$ cat config.mk
export PLATFORM = sky130hd
export DESIGN_NAME = pipe_hazard_ctrl
export DESIGN_NICKNAME = d
export VERILOG_FILES = /design/src/rtl/pipe_hazard_ctrl.sv
export SDC_FILE = /design/constraint.sdc
export NUM_CORES = 1
export LEC_CHECK = 0
export CAP_MARGIN = 10
export CORE_AREA = 2 2 129 131
export DETAILED_ROUTE_END_ITERATION = 16
export DIE_AREA = 0 0 131 133
export GPL_ROUTABILITY_DRIVEN = 0
export GPL_TIMING_DRIVEN = 1
export PLACE_DENSITY = 0.57
export SLEW_MARGIN = 20
export SYNTH_ARGS = -nofsm -noshare
export SYNTH_HDL_FRONTEND = slang
export SYNTH_SLANG_ARGS = --single-unit
$ cat constraint.sdc
create_clock -name clk_i -period 2.05 [get_ports clk_i]
set_input_delay 0.3075 -clock clk_i [delete_from_list [all_inputs] [get_ports clk_i]]
set_output_delay 0.3075 -clock clk_i [all_outputs]
set_load 0.01 [all_outputs]
$ cat src/rtl/pipe_hazard_ctrl.sv
// Hazard and sequencing controller for a 5-stage pipeline: stage enables/clears, E-stage
// operand forwarding, multi-cycle mul/div sequencing, memory wait states and perf counters.
module pipe_hazard_ctrl #(
  parameter int unsigned REG_ADDR_WIDTH = 5,
  parameter int unsigned MULDIV_LAT     = 4,
  parameter int unsigned CNT_WIDTH      = 32
) (
  input  logic                      clk_i,
  input  logic                      rst_ni,
  input  logic [REG_ADDR_WIDTH-1:0] Rs1D_i,
  input  logic [REG_ADDR_WIDTH-1:0] Rs2D_i,
  input  logic [REG_ADDR_WIDTH-1:0] Rs1E_i,
  input  logic [REG_ADDR_WIDTH-1:0] Rs2E_i,
  input  logic [REG_ADDR_WIDTH-1:0] RdE_i,
  input  logic [REG_ADDR_WIDTH-1:0] RdM_i,
  input  logic [REG_ADDR_WIDTH-1:0] RdW_i,
  input  logic                      LoadE_i,
  input  logic                      RegWriteM_i,
  input  logic                      RegWriteW_i,
  input  logic                      PCSrcE_i,
  input  logic                      MulDivStartE_i,
  input  logic                      MemReqM_i,
  input  logic                      MemReadyM_i,
  output logic                      StallF_o,
  output logic                      StallD_o,
  output logic                      StallE_o,
  output logic                      StallM_o,
  output logic                      FlushD_o,
  output logic                      FlushE_o,
  output logic                      FlushM_o,
  output logic                      FlushW_o,
  output logic [1:0]                ForwardAE_o,
  output logic [1:0]                ForwardBE_o,
  output logic                      MdDoneE_o,
  output logic [CNT_WIDTH-1:0]      StallCnt_o,
  output logic [CNT_WIDTH-1:0]      FlushCnt_o
);

  localparam int unsigned MdCntW = $clog2(MULDIV_LAT) + 1;
  localparam logic [MdCntW-1:0] MdCntLoad = (MULDIV_LAT > 1) ? MdCntW'(MULDIV_LAT - 2) : '0;
  localparam logic [MdCntW-1:0] MdCntOne  = MdCntW'(1);
  localparam logic [REG_ADDR_WIDTH-1:0] RegZero = '0;
  localparam logic [CNT_WIDTH-1:0] CntMax = '1;
  localparam logic [CNT_WIDTH-1:0] CntOne = CNT_WIDTH'(1);

  typedef enum logic {StRun, StMdBusy} state_e;

  state_e              state_q, state_d;
  logic [MdCntW-1:0]   md_cnt_q, md_cnt_d;
  logic [CNT_WIDTH-1:0] stall_cnt_q, stall_cnt_d;
  logic [CNT_WIDTH-1:0] flush_cnt_q, flush_cnt_d;

  logic mem_stall;
  logic lw_stall;
  logic branch_flush;
  logic [1:0] fwd_a, fwd_b;

  assign mem_stall = MemReqM_i & ~MemReadyM_i;
  assign lw_stall  = LoadE_i & (RdE_i != RegZero) & ((RdE_i == Rs1D_i) | (RdE_i == Rs2D_i));

  // M result is younger than W result, so it wins when both match.
  always_comb begin
    fwd_a = 2'b00;
    if (RegWriteM_i && (RdM_i != RegZero) && (RdM_i == Rs1E_i)) begin
      fwd_a = 2'b10;
    end else if (RegWriteW_i && (RdW_i != RegZero) && (RdW_i == Rs1E_i)) begin
      fwd_a = 2'b01;
    end
  end

  always_comb begin
    fwd_b = 2'b00;
    if (RegWriteM_i && (RdM_i != RegZero) && (RdM_i == Rs2E_i)) begin
      fwd_b = 2'b10;
    end else if (RegWriteW_i && (RdW_i != RegZero) && (RdW_i == Rs2E_i)) begin
      fwd_b = 2'b01;
    end
  end

  // State register, mul/div countdown and perf counters.
  always_ff @(posedge clk_i or negedge rst_ni) begin
    if (!rst_ni) begin
      state_q     <= StRun;
      md_cnt_q    <= '0;
      stall_cnt_q <= '0;
      flush_cnt_q <= '0;
    end else begin
      state_q     <= state_d;
      md_cnt_q    <= md_cnt_d;
      stall_cnt_q <= stall_cnt_d;
      flush_cnt_q <= flush_cnt_d;
    end
  end

  // Next-state logic; a memory wait freezes the sequencer entirely.
  always_comb begin
    state_d  = state_q;
    md_cnt_d = md_cnt_q;
    if (!mem_stall) begin
      unique case (state_q)
        StRun: begin
          if (MulDivStartE_i && (MULDIV_LAT > 1)) begin
            state_d  = StMdBusy;
            md_cnt_d = MdCntLoad;
          end
        end
        StMdBusy: begin
          if (md_cnt_q != '0) begin
            md_cnt_d = md_cnt_q - MdCntOne;
          end else begin
            state_d = StRun;
          end
        end
        default: state_d = StRun;
      endcase
    end
  end

  always_comb begin
    stall_cnt_d = stall_cnt_q;
    flush_cnt_d = flush_cnt_q;
    if (StallF_o && (stall_cnt_q != CntMax)) begin
      stall_cnt_d = stall_cnt_q + CntOne;
    end
    if (branch_flush && (flush_cnt_q != CntMax)) begin
      flush_cnt_d = flush_cnt_q + CntOne;
    end
  end

  // Output logic. Priority: reset > memory wait > mul/div > load-use > branch.
  always_comb begin
    StallF_o     = 1'b0;
    StallD_o     = 1'b0;
    StallE_o     = 1'b0;
    StallM_o     = 1'b0;
    FlushD_o     = 1'b0;
    FlushE_o     = 1'b0;
    FlushM_o     = 1'b0;
    FlushW_o     = 1'b0;
    ForwardAE_o  = fwd_a;
    ForwardBE_o  = fwd_b;
    MdDoneE_o    = 1'b0;
    branch_flush = 1'b0;
    if (!rst_ni) begin
      FlushD_o    = 1'b1;
      FlushE_o    = 1'b1;
      FlushM_o    = 1'b1;
      FlushW_o    = 1'b1;
      ForwardAE_o = 2'b00;
      ForwardBE_o = 2'b00;
    end else if (mem_stall) begin
      // E is frozen too, so a pending branch or load-use re-presents next cycle.
      StallF_o = 1'b1;
      StallD_o = 1'b1;
      StallE_o = 1'b1;
      StallM_o = 1'b1;
      FlushW_o = 1'b1;
    end else begin
      unique case (state_q)
        StRun: begin
          if (MulDivStartE_i) begin
            if (MULDIV_LAT > 1) begin
              StallF_o = 1'b1;
              StallD_o = 1'b1;
              StallE_o = 1'b1;
              FlushM_o = 1'b1;
            end else begin
              MdDoneE_o = 1'b1;
            end
          end else begin
            StallF_o     = lw_stall;
            StallD_o     = lw_stall;
            FlushE_o     = lw_stall | PCSrcE_i;
            FlushD_o     = PCSrcE_i;
            branch_flush = PCSrcE_i;
          end
        end
        StMdBusy: begin
          if (md_cnt_q != '0) begin
            StallF_o = 1'b1;
            StallD_o = 1'b1;
            StallE_o = 1'b1;
            FlushM_o = 1'b1;
          end else begin
            MdDoneE_o = 1'b1;
          end
        end
        default: ;
      endcase
    end
  end

  assign StallCnt_o = stall_cnt_q;
  assign FlushCnt_o = flush_cnt_q;

endmodule

==> key figures <==
Logic synthesis
  • Commonest cells post-synth: 68 x sky130_fd_sc_hd__dfrtp_1, 51 x sky130_fd_sc_hd__xnor2_1, 44 x sky130_fd_sc_hd__nand2_1
  • Part of the Yosys area used for sequential elements: roughly 45%
  • Yosys warning total: 0
  • Cell type contributing the most total cell area after synthesis: sky130_fd_sc_hd__dfrtp_1
  • Mapped Nets: ~430
  • Flip-flop and latch count after synthesis: roughly 70
  • Post-synthesis cell count: just under 400
  • Number of enable flip-flop cells after synthesis: 0
  • Most numerous cell in the Yosys netlist: sky130_fd_sc_hd__dfrtp_1
  • Synth cell types: 40
  • Proportion of synthesized flip-flops having asynchronous set or reset: 100.0%
  • Area share of the largest cell type after synthesis: between 40 and 50%
  • Average cell area after synthesis: 9.746 sq um
  • Area of the mapped netlist: roughly 0.0038 sq mm
  • Cell types occupying the most area after synthesis: sky130_fd_sc_hd__dfrtp_1 45%, sky130_fd_sc_hd__xnor2_1 12%, sky130_fd_sc_hd__xor2_1 9.6%
  • Top_reg_cell synth: sky130_fd_sc_hd__dfrtp_1

Power
  • Static Leakage: 2.875 nW
  • Portion of total power attributed to sequential cells: 34.4%
  • Net switching power: 1.346 mW
  • Power Density: around 720 mW/mm^2
  • Pwr Total: between 4 and 5 mW
  • Relative contribution of the clock network to total power: roughly 34%
  • Maximum resistive drop on vdd: between 0.3 and 0.4 mV
  • Internal Pwr Total: 3.210 mW
  • Sw Ratio: 29.54%
  • Share of total power in combinational logic: ~32%

Hold path
  • Worst min path class: in -> async

STA
  • Worst-margin pin slew: ~0.85 ns
  • Setup TNS after final layout: -0.1552 ns
  • Share of the cycle needed by the critical path after routing: 102.0%
  • Final Skew: about 0.0057 ns
  • Hold violation total from the final report: 0
  • Min Clock Period, post-route: 2.091 ns
  • RSZ-0062 raised after global routing: true
  • Slew Limit Fails: 0
  • Setup slack of the critical path after layout: -0.04097 ns
  • Remaining max-slew budget at the tightest pin: 43.50%
  • Worst hold margin: between 0.4 and 0.5 ns
  • Max frequency: between 400 and 500 MHz
  • Number of failing setup endpoints in the final timing report: 7

Clock tree
  • Number of levels in the clock H-tree: 3
  • Clock Path Buffers: 2
  • Clk sinks: 68
  • Cts bufs inserted: 9
  • Cell chosen for the clock root: sky130_fd_sc_hd__clkbuf_16
  • Clock tree from TritonCTS: done
  • Insertion delay of the later-clocked pin in the worst-skew pair: 0.33 ns
  • Clock-pin transition on the worst setup and hold timing paths: around 0.06 ns

Global route
  • GRT met1 Usage: about 16%
  • GR Overflow Total: 0
  • Number of global-route vias before repair: approximately 3700
  • Grt peak-use layer: met2
  • Pin count of the biggest net entering global routing: 65
  • Met3 track demand over resource: between 2 and 3%
  • Met2 capacity usage during global routing: a little under a quarter
  • First-pass GRT wire length: 18000 um
  • Gr usage total: 13.13%
  • Number of antenna violations at the first check in global routing: 0

Critical path
  • Library cell contributing the largest single delay on the critical path: sky130_fd_sc_hd__or3_4
  • Cell family contributing the most delay on the critical path: simple AND/OR/NAND/NOR gates
  • Delay of the slowest cell on the worst path: roughly 0.44 ns
  • Critical path arrival: between 2 and 2.5 ns
  • Terminus of the critical flop-to-flop path: StallCnt_o[10]
  • Worst endpoint required time: ~2.3 ns
  • Series of cell instances along the critical path: inv_2 > ha_4 > nand3b_1 > o31ai_2 > o21ai_1 > nand2_1 > or3_4 > buf_12 > nor3_4 > xor2_1
  • Reg2Reg Launch Point: md_cnt_q[1]
  • CP Capture Type: register
  • Count of buffering cells on the critical path with inverters included: 2
  • FF-to-FF path depth: 10
  • R2R setup slack: -0.04 ns
  • Maximum fanout encountered on the critical timing path: 13
  • CP Launch Type: register
  • Startpoint-to-endpoint class of the critical path: reg -> reg

Floorplan
  • Horizontal die dimension: between 100 and 150 um
  • Row cnt: 47
  • Initial Util: 23.20%
  • Die extent in y: 133 um
  • Core footprint: between 0.015 and 0.02 sq mm
  • Area enclosed by the die boundary: between 0.015 and 0.02 sq mm
  • Number of top-level pins: about 120

Cells and area
  • Number of standard cells in the layout, taps in and fillers out: 813
  • Layout cells sized above 1: 26.81%
  • Post-layout net count: between 600 and 700
  • Area of all placed cells without fillers: 0.006330 sq mm
  • Layout-stage area growth over the synthesis result: 68.69%
  • Number of antenna repair diodes: 0

Place
  • Number of buffers inserted by port buffering: 120
  • Cell area after placement: between 0.005 and 0.006 sq mm
  • Post-detail-place hpwl: around 8400 um
  • Placed insts: 790

Status
  • Violated checks: negative setup slack
  • Result of the run: finished with violations

Drt
  • DR pass1 iterations: 4
  • Number of vias in the routed layout: approximately 3600
  • Number of DRC markers in iteration 0: 110
  • Via density per instance: roughly 4.4
  • Remaining number of nets flagged by the antenna check after routing: 0
  • Wire length reported by the detailed router: around 11000 um
  • # DRC: 0
  • Average wire length per cell after detail routing: 14.02 um

Job
  • Maximum capacitance violations: 0
[cell type report]
cell class,instances,area (sq um)
clock buffers,10,239.0
repair buffers,202,1777
flip-flops and latches,68,1703
inverters,7,26.28
multi-input cells,301,2257
clock inverters,5,52.55
well taps,220,275.3
fillers,1579,9842
[layer usage]
| layer | up-vias | share of wire, % |
|---|---|---|
| li1 | 1741 | - |
| met1 | 1734 | 43 |
| met2 | 89 | 52 |
| met3 | 12 | 4.1 |
| met4 | 0 | 1.2 |
| met5 | - | 0 |
[power groups by stage]
stage | clock (mW) | sequential, mW | combinational, mW
6_report | 1.53 | 1.57 | 1.46
5_1_grt | 1.65 | 1.58 | 1.59
4_1_cts | 1.58 | 1.56 | 1.34
3_5_place_dp | 0 | 1.58 | 1.31
3_3_place_gp | 0 | 1.57 | 1.29
2_1_floorplan | 0 | 1.66 | 0.459
[metrics by stage]
stage | worst slack [ns] | utilization (%)
after floorplan | 0.1314 | -
after global placement | -0.7586 | 35.51
after detailed placement | -0.7530 | 35.51
after CTS | -0.06794 | 37.92
after global routing | -0.1812 | 39.14
final | -0.04097 | 39.14
[cells by family after synthesis]
kind of cell	Yosys count	synth area share, %
AOI/OAI and AO/OA	13	2.434
DFF	68	45.35
xor gates and xnor gates	92	21.47
muxes	2	0.5668
and+or+nand+nor	190	26.78
buffers and inverters	16	2.067
adders and majority gates	4	1.334
[cell usage in the layout, fill, tap and decap left out, types with 2 or more instances in the layout]
cell type                         Yosys  layout
sky130_fd_sc_hd__and3_1               9       9
sky130_fd_sc_hd__dlygate4sd2_1        0      17
sky130_fd_sc_hd__buf_2                2       8
sky130_fd_sc_hd__inv_2                0       2
sky130_fd_sc_hd__nor2b_1              2       2
sky130_fd_sc_hd__or4_4                0       2
sky130_fd_sc_hd__xnor2_1             51      49
sky130_fd_sc_hd__nand2_1             44      43
sky130_fd_sc_hd__buf_6                1       5
sky130_fd_sc_hd__nor2_1              31      26
sky130_fd_sc_hd__xnor2_2              0       2
sky130_fd_sc_hd__nor4_4               1       7
sky130_fd_sc_hd__nor3_2               3       6
sky130_fd_sc_hd__a21oi_2              2       2
sky130_fd_sc_hd__nand3_1             31      30
sky130_fd_sc_hd__xor2_1              41      40
sky130_fd_sc_hd__clkbuf_2             0       4
sky130_fd_sc_hd__nor3_1              13       5
sky130_fd_sc_hd__nor4_2               1       2
sky130_fd_sc_hd__clkdlybuf4s15_2      0       2
sky130_fd_sc_hd__clkdlybuf4s50_1      0      80
sky130_fd_sc_hd__or3_4                1       2
sky130_fd_sc_hd__nor3_4               0       5
sky130_fd_sc_hd__nand2b_1             3       2
sky130_fd_sc_hd__clkbuf_16            0       9
sky130_fd_sc_hd__buf_4                2      77
sky130_fd_sc_hd__ha_1                 4       3
sky130_fd_sc_hd__and2_1               7       7
sky130_fd_sc_hd__nor2_4               0       3
sky130_fd_sc_hd__dfrtp_1             68      67
sky130_fd_sc_hd__nor2_2               0       2
sky130_fd_sc_hd__nand4_1             22      22
sky130_fd_sc_hd__and4_1               6       6
sky130_fd_sc_hd__clkinv_2             0       3
sky130_fd_sc_hd__clkdlybuf4s15_1      0       3
sky130_fd_sc_hd__or4_1                4       2
sky130_fd_sc_hd__inv_1                7       5
sky130_fd_sc_hd__dlymetal6s2s_1       0       4
[repair_timing]
action                     in CTS  in global routing
setup buffers                   2                  6
pin swaps                      14                 31
hold endpoints to repair        4                  0
hold buffers                    1                  0
setup endpoints to repair      25                 44
gates resized for setup        87                 54
[tightest hold or removal path: cells and delay by family]
kind | cells | cell delay [ns]
buffers and inverters | 3 | 0.96
[flip-flops by register name, indices dropped and copies added, names as in the netlist]
signal	cells
FlushCnt_o	32
state_q	1
StallCnt_o	32
md_cnt_q	3
[worst max-delay path by stage]
stage / from / to / slack, ns / cells past startpoint
after CTS: md_cnt_q[1] / StallF_o / -0.07 / 8
final: md_cnt_q[1] / StallCnt_o[10] / -0.04 / 10
after global routing: md_cnt_q[1] / StallCnt_o[9] / -0.18 / 10
after floorplan: StallCnt_o[0] / StallCnt_o[9] / 0.13 / 8
after global placement: RdM_i[1] / ForwardBE_o[0] / -0.76 / 6
after detailed placement: RdM_i[1] / ForwardBE_o[0] / -0.75 / 6
Note: power is estimated with default switching activity, not from simulation.
